**config.mk**
```make
export PLATFORM = sky130hd
export DESIGN_NAME = ex_operand_stage
export DESIGN_NICKNAME = d
export VERILOG_FILES = /design/src/rtl/pipe_pkg.sv /design/src/rtl/fwd_unit.sv /design/src/rtl/ex_operand_stage.sv
export SDC_FILE = /design/constraint.sdc
export NUM_CORES = 1
export LEC_CHECK = 0
export CAP_MARGIN = 20
export CELL_PAD_IN_SITES_DETAIL_PLACEMENT = 2
export CELL_PAD_IN_SITES_GLOBAL_PLACEMENT = 2
export CORE_MARGIN = 2
export CORE_UTILIZATION = 22
export DETAILED_ROUTE_END_ITERATION = 10
export PLACE_DENSITY_LB_ADDON = 0.1
export SLEW_MARGIN = 30
export SYNTH_ARGS = -nofsm -noshare
export SYNTH_HDL_FRONTEND = slang
export SYNTH_SLANG_ARGS = --single-unit
```
**constraint.sdc**
```tcl
create_clock -name clk -period 2.69 [get_ports clk]
set_clock_uncertainty 0.15 [all_clocks]
set_input_delay 0.269 -clock clk [delete_from_list [all_inputs] [get_ports clk]]
set_output_delay 0.269 -clock clk [all_outputs]
set_load 0.01 [all_outputs]
```
**src/rtl/pipe_pkg.sv**
```systemverilog
// Shared pipeline constants: datapath widths, ALU function codes and forwarding selects.
`default_nettype none

package pipe_pkg;

  localparam int DATA_W = 32;
  localparam int REG_AW = 5;

  localparam logic [3:0] ALU_AND  = 4'b0000;
  localparam logic [3:0] ALU_OR   = 4'b0001;
  localparam logic [3:0] ALU_XOR  = 4'b0010;
  localparam logic [3:0] ALU_XNOR = 4'b0011;
  localparam logic [3:0] ALU_ADD  = 4'b0100;
  localparam logic [3:0] ALU_SUB  = 4'b1100;
  localparam logic [3:0] ALU_SLT  = 4'b0101;

  localparam logic [1:0] FWD_NONE  = 2'b00;
  localparam logic [1:0] FWD_MEMWB = 2'b01;
  localparam logic [1:0] FWD_EXMEM = 2'b10;

endpackage

`default_nettype wire

```
**src/rtl/fwd_unit.sv**
```systemverilog
// Forwarding select for one EX source register; EX/MEM beats MEM/WB and r0 never matches.
`default_nettype none

module fwd_unit
  import pipe_pkg::*;
#(
  parameter int REG_AW = pipe_pkg::REG_AW
) (
  input  logic              src_valid,
  input  logic [REG_AW-1:0] src,
  input  logic [REG_AW-1:0] exmem_rd,
  input  logic              exmem_reg_write,
  input  logic [REG_AW-1:0] memwb_rd,
  input  logic              memwb_reg_write,
  output logic [1:0]        sel
);

  logic w_src_nonzero;
  logic w_exmem_hit;
  logic w_memwb_hit;

  assign w_src_nonzero = (src != '0);
  assign w_exmem_hit   = src_valid && w_src_nonzero && exmem_reg_write && (exmem_rd == src);
  assign w_memwb_hit   = src_valid && w_src_nonzero && memwb_reg_write && (memwb_rd == src);

  always_comb begin
    sel = FWD_NONE;
    if (w_exmem_hit) begin
      sel = FWD_EXMEM;
    end else if (w_memwb_hit) begin
      sel = FWD_MEMWB;
    end
  end

endmodule

`default_nettype wire

```
**src/rtl/ex_operand_stage.sv**
```systemverilog
// ID/EX pipeline register with ID-side write-back bypass, EX/MEM and MEM/WB operand
// forwarding into the ALU, and load-use hazard detection with bubble insertion.
`default_nettype none

module ex_operand_stage
  import pipe_pkg::*;
#(
  parameter int DATA_W = pipe_pkg::DATA_W,
  parameter int REG_AW = pipe_pkg::REG_AW
) (
  input  logic              clk,
  input  logic              rst,
  input  logic              id_valid,
  input  logic [REG_AW-1:0] id_rs1,
  input  logic [REG_AW-1:0] id_rs2,
  input  logic [REG_AW-1:0] id_rd,
  input  logic [DATA_W-1:0] id_rs1_data,
  input  logic [DATA_W-1:0] id_rs2_data,
  input  logic [DATA_W-1:0] id_imm,
  input  logic              id_use_imm,
  input  logic [3:0]        id_alu_func,
  input  logic              id_reg_write,
  input  logic              id_mem_read,
  input  logic              id_mem_write,
  input  logic              flush,
  input  logic [REG_AW-1:0] exmem_rd,
  input  logic              exmem_reg_write,
  input  logic [DATA_W-1:0] exmem_result,
  input  logic [REG_AW-1:0] memwb_rd,
  input  logic              memwb_reg_write,
  input  logic [DATA_W-1:0] memwb_result,
  output logic              hazard_stall,
  output logic [DATA_W-1:0] alu_in1,
  output logic [DATA_W-1:0] alu_in2,
  output logic [3:0]        alu_func,
  output logic [DATA_W-1:0] ex_store_data,
  output logic [REG_AW-1:0] ex_rd,
  output logic              ex_valid,
  output logic              ex_reg_write,
  output logic              ex_mem_read,
  output logic              ex_mem_write
);

  logic              r_valid;
  logic              r_reg_write;
  logic              r_mem_read;
  logic              r_mem_write;
  logic [REG_AW-1:0] r_rd;
  logic [REG_AW-1:0] r_rs1;
  logic [REG_AW-1:0] r_rs2;
  logic [DATA_W-1:0] r_rs1_data;
  logic [DATA_W-1:0] r_rs2_data;
  logic [DATA_W-1:0] r_imm;
  logic              r_use_imm;
  logic [3:0]        r_func;

  logic              w_load_use;
  logic              w_rs2_needed;
  logic              w_bubble;
  logic [DATA_W-1:0] w_id_rs1_val;
  logic [DATA_W-1:0] w_id_rs2_val;
  logic [1:0]        w_sel_rs1;
  logic [1:0]        w_sel_rs2;
  logic [DATA_W-1:0] w_fwd_rs1;
  logic [DATA_W-1:0] w_fwd_rs2;

  // rs2 only matters to a load-use check when it feeds the ALU or is store data.
  assign w_rs2_needed = !id_use_imm || id_mem_write;
  assign w_load_use   = r_valid && r_mem_read && (r_rd != '0) && id_valid &&
                        ((r_rd == id_rs1) || ((r_rd == id_rs2) && w_rs2_needed));
  assign hazard_stall = w_load_use && !rst;

  assign w_bubble = flush || w_load_use || !id_valid;

  // A register written back this cycle is not yet visible in the register file read.
  always_comb begin
    w_id_rs1_val = id_rs1_data;
    w_id_rs2_val = id_rs2_data;
    if (memwb_reg_write && (memwb_rd != '0) && (memwb_rd == id_rs1)) begin
      w_id_rs1_val = memwb_result;
    end
    if (memwb_reg_write && (memwb_rd != '0) && (memwb_rd == id_rs2)) begin
      w_id_rs2_val = memwb_result;
    end
  end

  always_ff @(posedge clk) begin
    if (rst || w_bubble) begin
      r_valid     <= 1'b0;
      r_reg_write <= 1'b0;
      r_mem_read  <= 1'b0;
      r_mem_write <= 1'b0;
      r_rd        <= '0;
      r_rs1       <= '0;
      r_rs2       <= '0;
      r_rs1_data  <= '0;
      r_rs2_data  <= '0;
      r_imm       <= '0;
      r_use_imm   <= 1'b0;
      r_func      <= ALU_AND;
    end else begin
      r_valid     <= 1'b1;
      r_reg_write <= id_reg_write;
      r_mem_read  <= id_mem_read;
      r_mem_write <= id_mem_write;
      r_rd        <= id_rd;
      r_rs1       <= id_rs1;
      r_rs2       <= id_rs2;
      r_rs1_data  <= w_id_rs1_val;
      r_rs2_data  <= w_id_rs2_val;
      r_imm       <= id_imm;
      r_use_imm   <= id_use_imm;
      r_func      <= id_alu_func;
    end
  end

  fwd_unit #(.REG_AW(REG_AW)) u_fwd_rs1 (
    .src_valid       (r_valid),
    .src             (r_rs1),
    .exmem_rd        (exmem_rd),
    .exmem_reg_write (exmem_reg_write),
    .memwb_rd        (memwb_rd),
    .memwb_reg_write (memwb_reg_write),
    .sel             (w_sel_rs1)
  );

  fwd_unit #(.REG_AW(REG_AW)) u_fwd_rs2 (
    .src_valid       (r_valid),
    .src             (r_rs2),
    .exmem_rd        (exmem_rd),
    .exmem_reg_write (exmem_reg_write),
    .memwb_rd        (memwb_rd),
    .memwb_reg_write (memwb_reg_write),
    .sel             (w_sel_rs2)
  );

  always_comb begin
    case (w_sel_rs1)
      FWD_EXMEM: w_fwd_rs1 = exmem_result;
      FWD_MEMWB: w_fwd_rs1 = memwb_result;
      default:   w_fwd_rs1 = r_rs1_data;
    endcase
    case (w_sel_rs2)
      FWD_EXMEM: w_fwd_rs2 = exmem_result;
      FWD_MEMWB: w_fwd_rs2 = memwb_result;
      default:   w_fwd_rs2 = r_rs2_data;
    endcase
  end

  assign alu_in1       = w_fwd_rs1;
  assign alu_in2       = r_use_imm ? r_imm : w_fwd_rs2;
  assign alu_func      = r_func;
  assign ex_store_data = w_fwd_rs2;
  assign ex_rd         = r_rd;
  assign ex_valid      = r_valid;
  assign ex_reg_write  = r_reg_write;
  assign ex_mem_read   = r_mem_read;
  assign ex_mem_write  = r_mem_write;

endmodule

`default_nettype wire

```
; Word-level counts from Yosys, hierarchy flattened
; Cells that the tools add are included.
[totals]
ff_bits = 120
in_bits = 199
out_inout_bits = 110
[classes]
eq_ne = 12
mux = 10
reduce_logical = 31
[ops]
columns = operator, count
row1 = 32-bit one-hot mux with 2 select lines, 2
row2 = 32-bit 2-to-1 mux, 3
row3 = 5-bit == test, 8
row4 = 5-bit nonzero test, 4
row5 = 1-bit logical AND, 19
row6 = 1-bit logical OR, 5
row7 = 2-bit by 1-bit == test with 1-bit output (second input constant), 2
row8 = 2-bit == test (second input constant), 2
row9 = 2-bit 2-to-1 mux, 2
row10 = 1-bit zero test, 3
row11 = 1-bit 2-to-1 mux, 3

; Logic depth before layout (Yosys ltp)
[depth]
depth_word = 9
depth_mapped = 8

; Modules after synthesis
; A second synthesis with hierarchy kept.
[hier_totals]
hier_cells = 846
hier_area_um2 = 7408.4
[modules_own_cells]
columns = module, n_inst, cells_per_inst, area_per_inst_um2
row1 = ex_operand_stage, 1, 808, 7103.1
row2 = fwd_unit, 2, 19, 152.6

; Worst setup path after synthesis
; OpenSTA, ideal clock, no wires.
[synth_path]
path_type = flip-flop to output port
start = reg r_rs2[2]
end = out alu_in2[10]
t_arrival_ns = 1.813
required_time_ns = 2.271
slack_ns = 0.458
stages_incl_launch_ff = 8
path_buffers = 2
cell_sequence = dfxtp_1 -> xor2_1 -> or4b_4 -> or3_1 -> clkbuf_2 -> buf_6 -> nand3_1 -> a31oi_1
[synth_between]
elab_chain_cells = 9
elab_cells_between_ends = 14
cone_classes = eq/ne (4) / mux (4) / reduce/logical (6)
[synth_lines]
columns = element, line
row1 = "start, declared", ex_operand_stage.sv:50  ; logic [REG_AW-1:0] r_rs2;
row2 = "start signal, assigned", ex_operand_stage.sv:108  ; r_rs2 <= id_rs2;
row3 = 5-bit nonzero test, fwd_unit.sv:22  ; assign w_src_nonzero = (src != '0);
row4 = 1-bit logical AND, "fwd_unit.sv:23, fwd_unit.sv:24"
row5 = 1-bit logical AND (2 in series), fwd_unit.sv:24  ; assign w_memwb_hit = src_valid && w_src_nonzero && memwb_reg_write && (memwb_rd == src);
row6 = 1-bit 2-to-1 mux, fwd_unit.sv:30  ; end else if (w_memwb_hit) begin
row7 = 2-bit 2-to-1 mux (*), fwd_unit.sv:28  ; if (w_exmem_hit) begin
row8 = 2-bit by 1-bit == test with 1-bit output or 2-bit == test (tied branches), ex_operand_stage.sv:143  ; case (w_sel_rs2)
row9 = 32-bit one-hot mux with 2 select lines (*), ex_operand_stage.sv:143
row10 = 32-bit 2-to-1 mux (*), ex_operand_stage.sv:151  ; assign alu_in2 = r_use_imm ? r_imm : w_fwd_rs2;
row11 = "end, declared", ex_operand_stage.sv:34  ; output logic [DATA_W-1:0] alu_in2,
; Mark *: on every way between the ends. The rest lies on a longest branch, timed or not.

; Final worst setup path
[layout_path]
start = reg r_rs2[4]
end = out alu_in2[17]
; Same word-level chain as after synthesis.

==> run_results.csv <==
group,metric,value,unit
floorplanning,core-area,27600,um^2
synth,yosysWarnings,0,
synth,synth-xor-area-share,5.71,%
route,drt-total-wl,30700,um
synth,syn_nets,894,
synth,synth_fa_ha_area_share,0,%
synth,avgSynthCellArea,8.82,um^2
pwr,leakagePower,4.40,nW
placement,gp_congestion,0.751,
clock_network,insertion_delay,0.42,ns
critical_path,rr_startpoint,"ex_rd[0]$_SDFF_PP0_",
global_routing,antenna_found_initial,3,
clock_network,root_buffer,"clkbuf_16",
clock_network,cts_max_path_buffers,2,
synth,netlist_instances,695,
route,first_pass_iters,4,
cells_and_area,syn_to_final_growth,83.9,%
pwr,vdd_drop_max,0.241,mV
critical_path,start_kind,"flip-flop",
sta,worstMarginPinSlew,0.449,ns
global_routing,grt_usage,19.9,%
sta,slew_headroom,69.8,%
sta,fin_crit_sh,110,%
cells_and_area,seq_area,2410,um^2
sta,setup_viol,90,
pwr,switching_share,24.9,%
hold_path,min-delay-start,"id_rd[0]",
cells_and_area,drive_above_1_share,29.3,%
hold_path,whs_endpoint,"ex_rd[0]$_SDFF_PP0_",
sta,fin_setup_tns,-12.84,ns
synth,syn_area,6130,um^2
synth,synth.mux.area_fraction,15.7,%
sta,fmax,0.337,GHz
pwr,power.density,440,nW/um^2
floorplanning,initial_core_util,22.2,%
clock_network,htree_levels,4,
clock_network,clk_pin_slew_worst_paths,0.06,ns
global_routing,grt_start_max_net_pins,37,
floorplanning,die_h,171,um
synth,synth_top_family_by_area,"simple AND/OR/NAND/NOR gates",
cells_and_area,fin_nets,1238,
synth,ys.flop_type,"dfxtp_1",
clock_network,hold_buffers,0,
cells_and_area,utilization,40.8,%
flow_run,drv_cap,0,
synth,ys_top_cells_by_area,"dfxtp_1 (39%), mux2i_1 (16%), nor2_1 (6.0%)",
sta,fin_crit,2.97,ns
critical_path,path_max_fanout,8,
critical_path,rrSetupSlack,0.41,ns
synth,synth_common_cells,"dfxtp_1 (120), nor2_1 (98), mux2i_1 (96), nand2_1 (70), and2_1 (54)",
route,drtIter0Drc,159,
synth,synth_top_area_share,39.2,%
synth,synth_simple_gate_area_share,22.5,%
critical_path,critPathCaptureType,"output pin",
clock_network,cts_num_sinks,120,
placement,dp_hpwl,21000,um
outcome,outcome,"finished, violations left",
sta,grt_setup_unrepaired,"true",
clock_network,cts_buffers,17,
floorplanning,num_rows,61,
pwr,pwr-share-comb,15.9,%
placement,placedCellCount,1376,
synth,async_flop_share,0,%
critical_path,path_class,"reg2out",
pwr,p_int,3.72,mW
hold_path,hp-class,"in2reg",
critical_path,reg2reg_to,"r_imm[13]$_SDFF_PP0_",
hold_path,whs_path_depth,2,
global_routing,overflow,0,
global_routing,grt_pass1_vias,7199,
synth,ys_types,37,
synth,synth-compound-area-share,11.8,%
route,vias_per_cell,4.61,
synth,ys_seq_area_share,39.2,%
cells_and_area,stdcell_count,1430,
sta,hold_violations,0,
pwr,clockPowerShare,46.8,%
floorplanning,die_area,29200,um^2
synth,synth_most_common_cell,"dfxtp_1",
route,route.detailed.drc,0,
global_routing,grt_pass1_wl,43200,um
sta,fin_ws,-0.279,ns
synth,synth_area_leader_cell,"dfxtp_1",
floorplanning,pin_count,309,
placement,portBuffers,308,
route,wire_per_inst,21.5,um
critical_path,reg2reg_depth,6,
critical_path,cp.required,2.27,ns
floorplanning,die_x,171,um
pwr,p_seq_share,37.3,%
cells_and_area,nFillCells,2943,
cells_and_area,multi_input_area,4110,um^2
clock_network,cts_tree,"yes",
synth,synth_edf_count,0,
route,ant_nets,0,
synth,ys_ff_latch,120,
sta,slew_violations,0,
critical_path,critPathArrivalTime,2.55,ns
outcome,violations,"setup timing",
pwr,p_switching,1.23,mW
route,detailroute.via_count,6587,
==> power groups by stage <==
stage | sequential [mW] | combinational [mW] | clock [mW]
global route | 1.85 | 0.850 | 2.48
floorplan | 1.88 | 0.242 | 0
detailed placement | 1.89 | 0.784 | 0
global placement | 1.88 | 0.779 | 0
finish | 1.85 | 0.787 | 2.32
CTS | 1.85 | 0.758 | 2.39
==> cells by family (layout without fill, tap and decap cells) <==
family,after synthesis,after routing
AND/OR/NAND/NOR,279,279
flip-flops,120,120
other,0,3
AO/OA/AOI/OAI,102,102
XOR/XNOR,40,40
buffers and inverters,58,412
multiplexers,96,96
==> worst max-delay path by stage <==
| stage | slack, ns | end | startpoint | cells past startpoint |
|---|---|---|---|---|
| 2_1_floorplan | 0.46 | alu_in2[10] | r_rs2[2]$_SDFF_PP0_ | 7 |
| 3_3_place_gp | -0.68 | alu_in2[26] | memwb_rd[3] | 9 |
| 3_5_place_dp | -0.69 | alu_in2[1] | exmem_rd[0] | 9 |
| 4_1_cts | -0.37 | alu_in2[26] | r_rs2[2]$_SDFF_PP0_ | 9 |
| 5_1_grt | -0.41 | alu_in2[6] | r_rs2[0]$_SDFF_PP0_ | 9 |
| 6_report | -0.28 | alu_in2[17] | r_rs2[4]$_SDFF_PP0_ | 8 |
==> registers in the layout, summed over array words and instances, names as in the netlist <==
| signal | count |
|---|---|
| r_imm | 32 |
| r_rs1_data | 32 |
| r_rs2_data | 32 |
| ex_rd | 5 |
| r_rs1 | 5 |
| r_rs2 | 5 |
| alu_func | 4 |
| ex_mem_read | 1 |
| ex_mem_write | 1 |
| ex_reg_write | 1 |
| ex_valid | 1 |
| r_use_imm | 1 |
==> per-stage QoR <==
stage | instance area [um^2] | setup slack, ns | hold WS, ns | power, mW
final | 11300 | -0.279 | 0.258 | 4.96
after global routing | 11300 | -0.409 | 0.249 | 5.19
after CTS | 10500 | -0.373 | 0.240 | 4.99
after detailed placement | 9970 | -0.693 | 0.691 | 2.67
after global placement | 9970 | -0.685 | 0.685 | 2.66
after floorplan | 6130 | 0.458 | 0.241 | 2.13
==> layout by cell type (no fill, tap or decap), types with 18 or more instances in the layout <==
cell,Yosys,final
buf_12,0,18
nor2_1,98,98
xnor2_1,29,26
nand3_2,9,20
buf_2,25,83
a31oi_1,32,30
clkbuf_16,0,23
dfxtp_1,120,116
and2_1,54,54
mux2i_1,96,85
buf_4,0,29
clkdlybuf4s50_1,0,206
buf_6,8,25
nand2_1,70,60
o21ai_1,1,24
==> critical path: stages (launching register included) <==
cell	delay, ns
dfxtp_1	0.35
xor2_1	0.17
nor4_2	0.33
buf_4	0.17
and4b_4	0.34
clkbuf_16	0.22
a32oi_2	0.14
a31oi_1	0.24
buf_2	0.17
==> per-layer routing <==
layer / up-vias / GRT usage, % / part of all wire, %
met2: 202 / 34.7 / 50
met3: 18 / 6.18 / 6.7
met4: 0 / 4.42 / 0.89
met1: 3229 / 23.9 / 43
met5: - / 0 / 0
li1: 3138 / - / -
==> final cells by class <==
| type | count | share of cell area, % |
|---|---|---|
| Sequential cell | 120 | 21.4 |
| Multi-Input combinational cell | 517 | 36.4 |
| Timing Repair Buffer | 380 | 32.7 |
| Clock inverter | 8 | 0.865 |
| Clock buffer | 21 | 4.26 |
| Antenna cell | 3 | 0.0666 |
| Inverter | 3 | 0.0999 |
| Tap cell | 378 | 4.19 |
==> timing repair <==
item,4_1_cts,5_1_grt
resized for setup,483,118
endpoints found under the setup margin,96,96
gates cloned,4,6
pin swaps,49,62
buffers inserted,10,3
No activity file was read; power rests on OpenSTA's default activity.
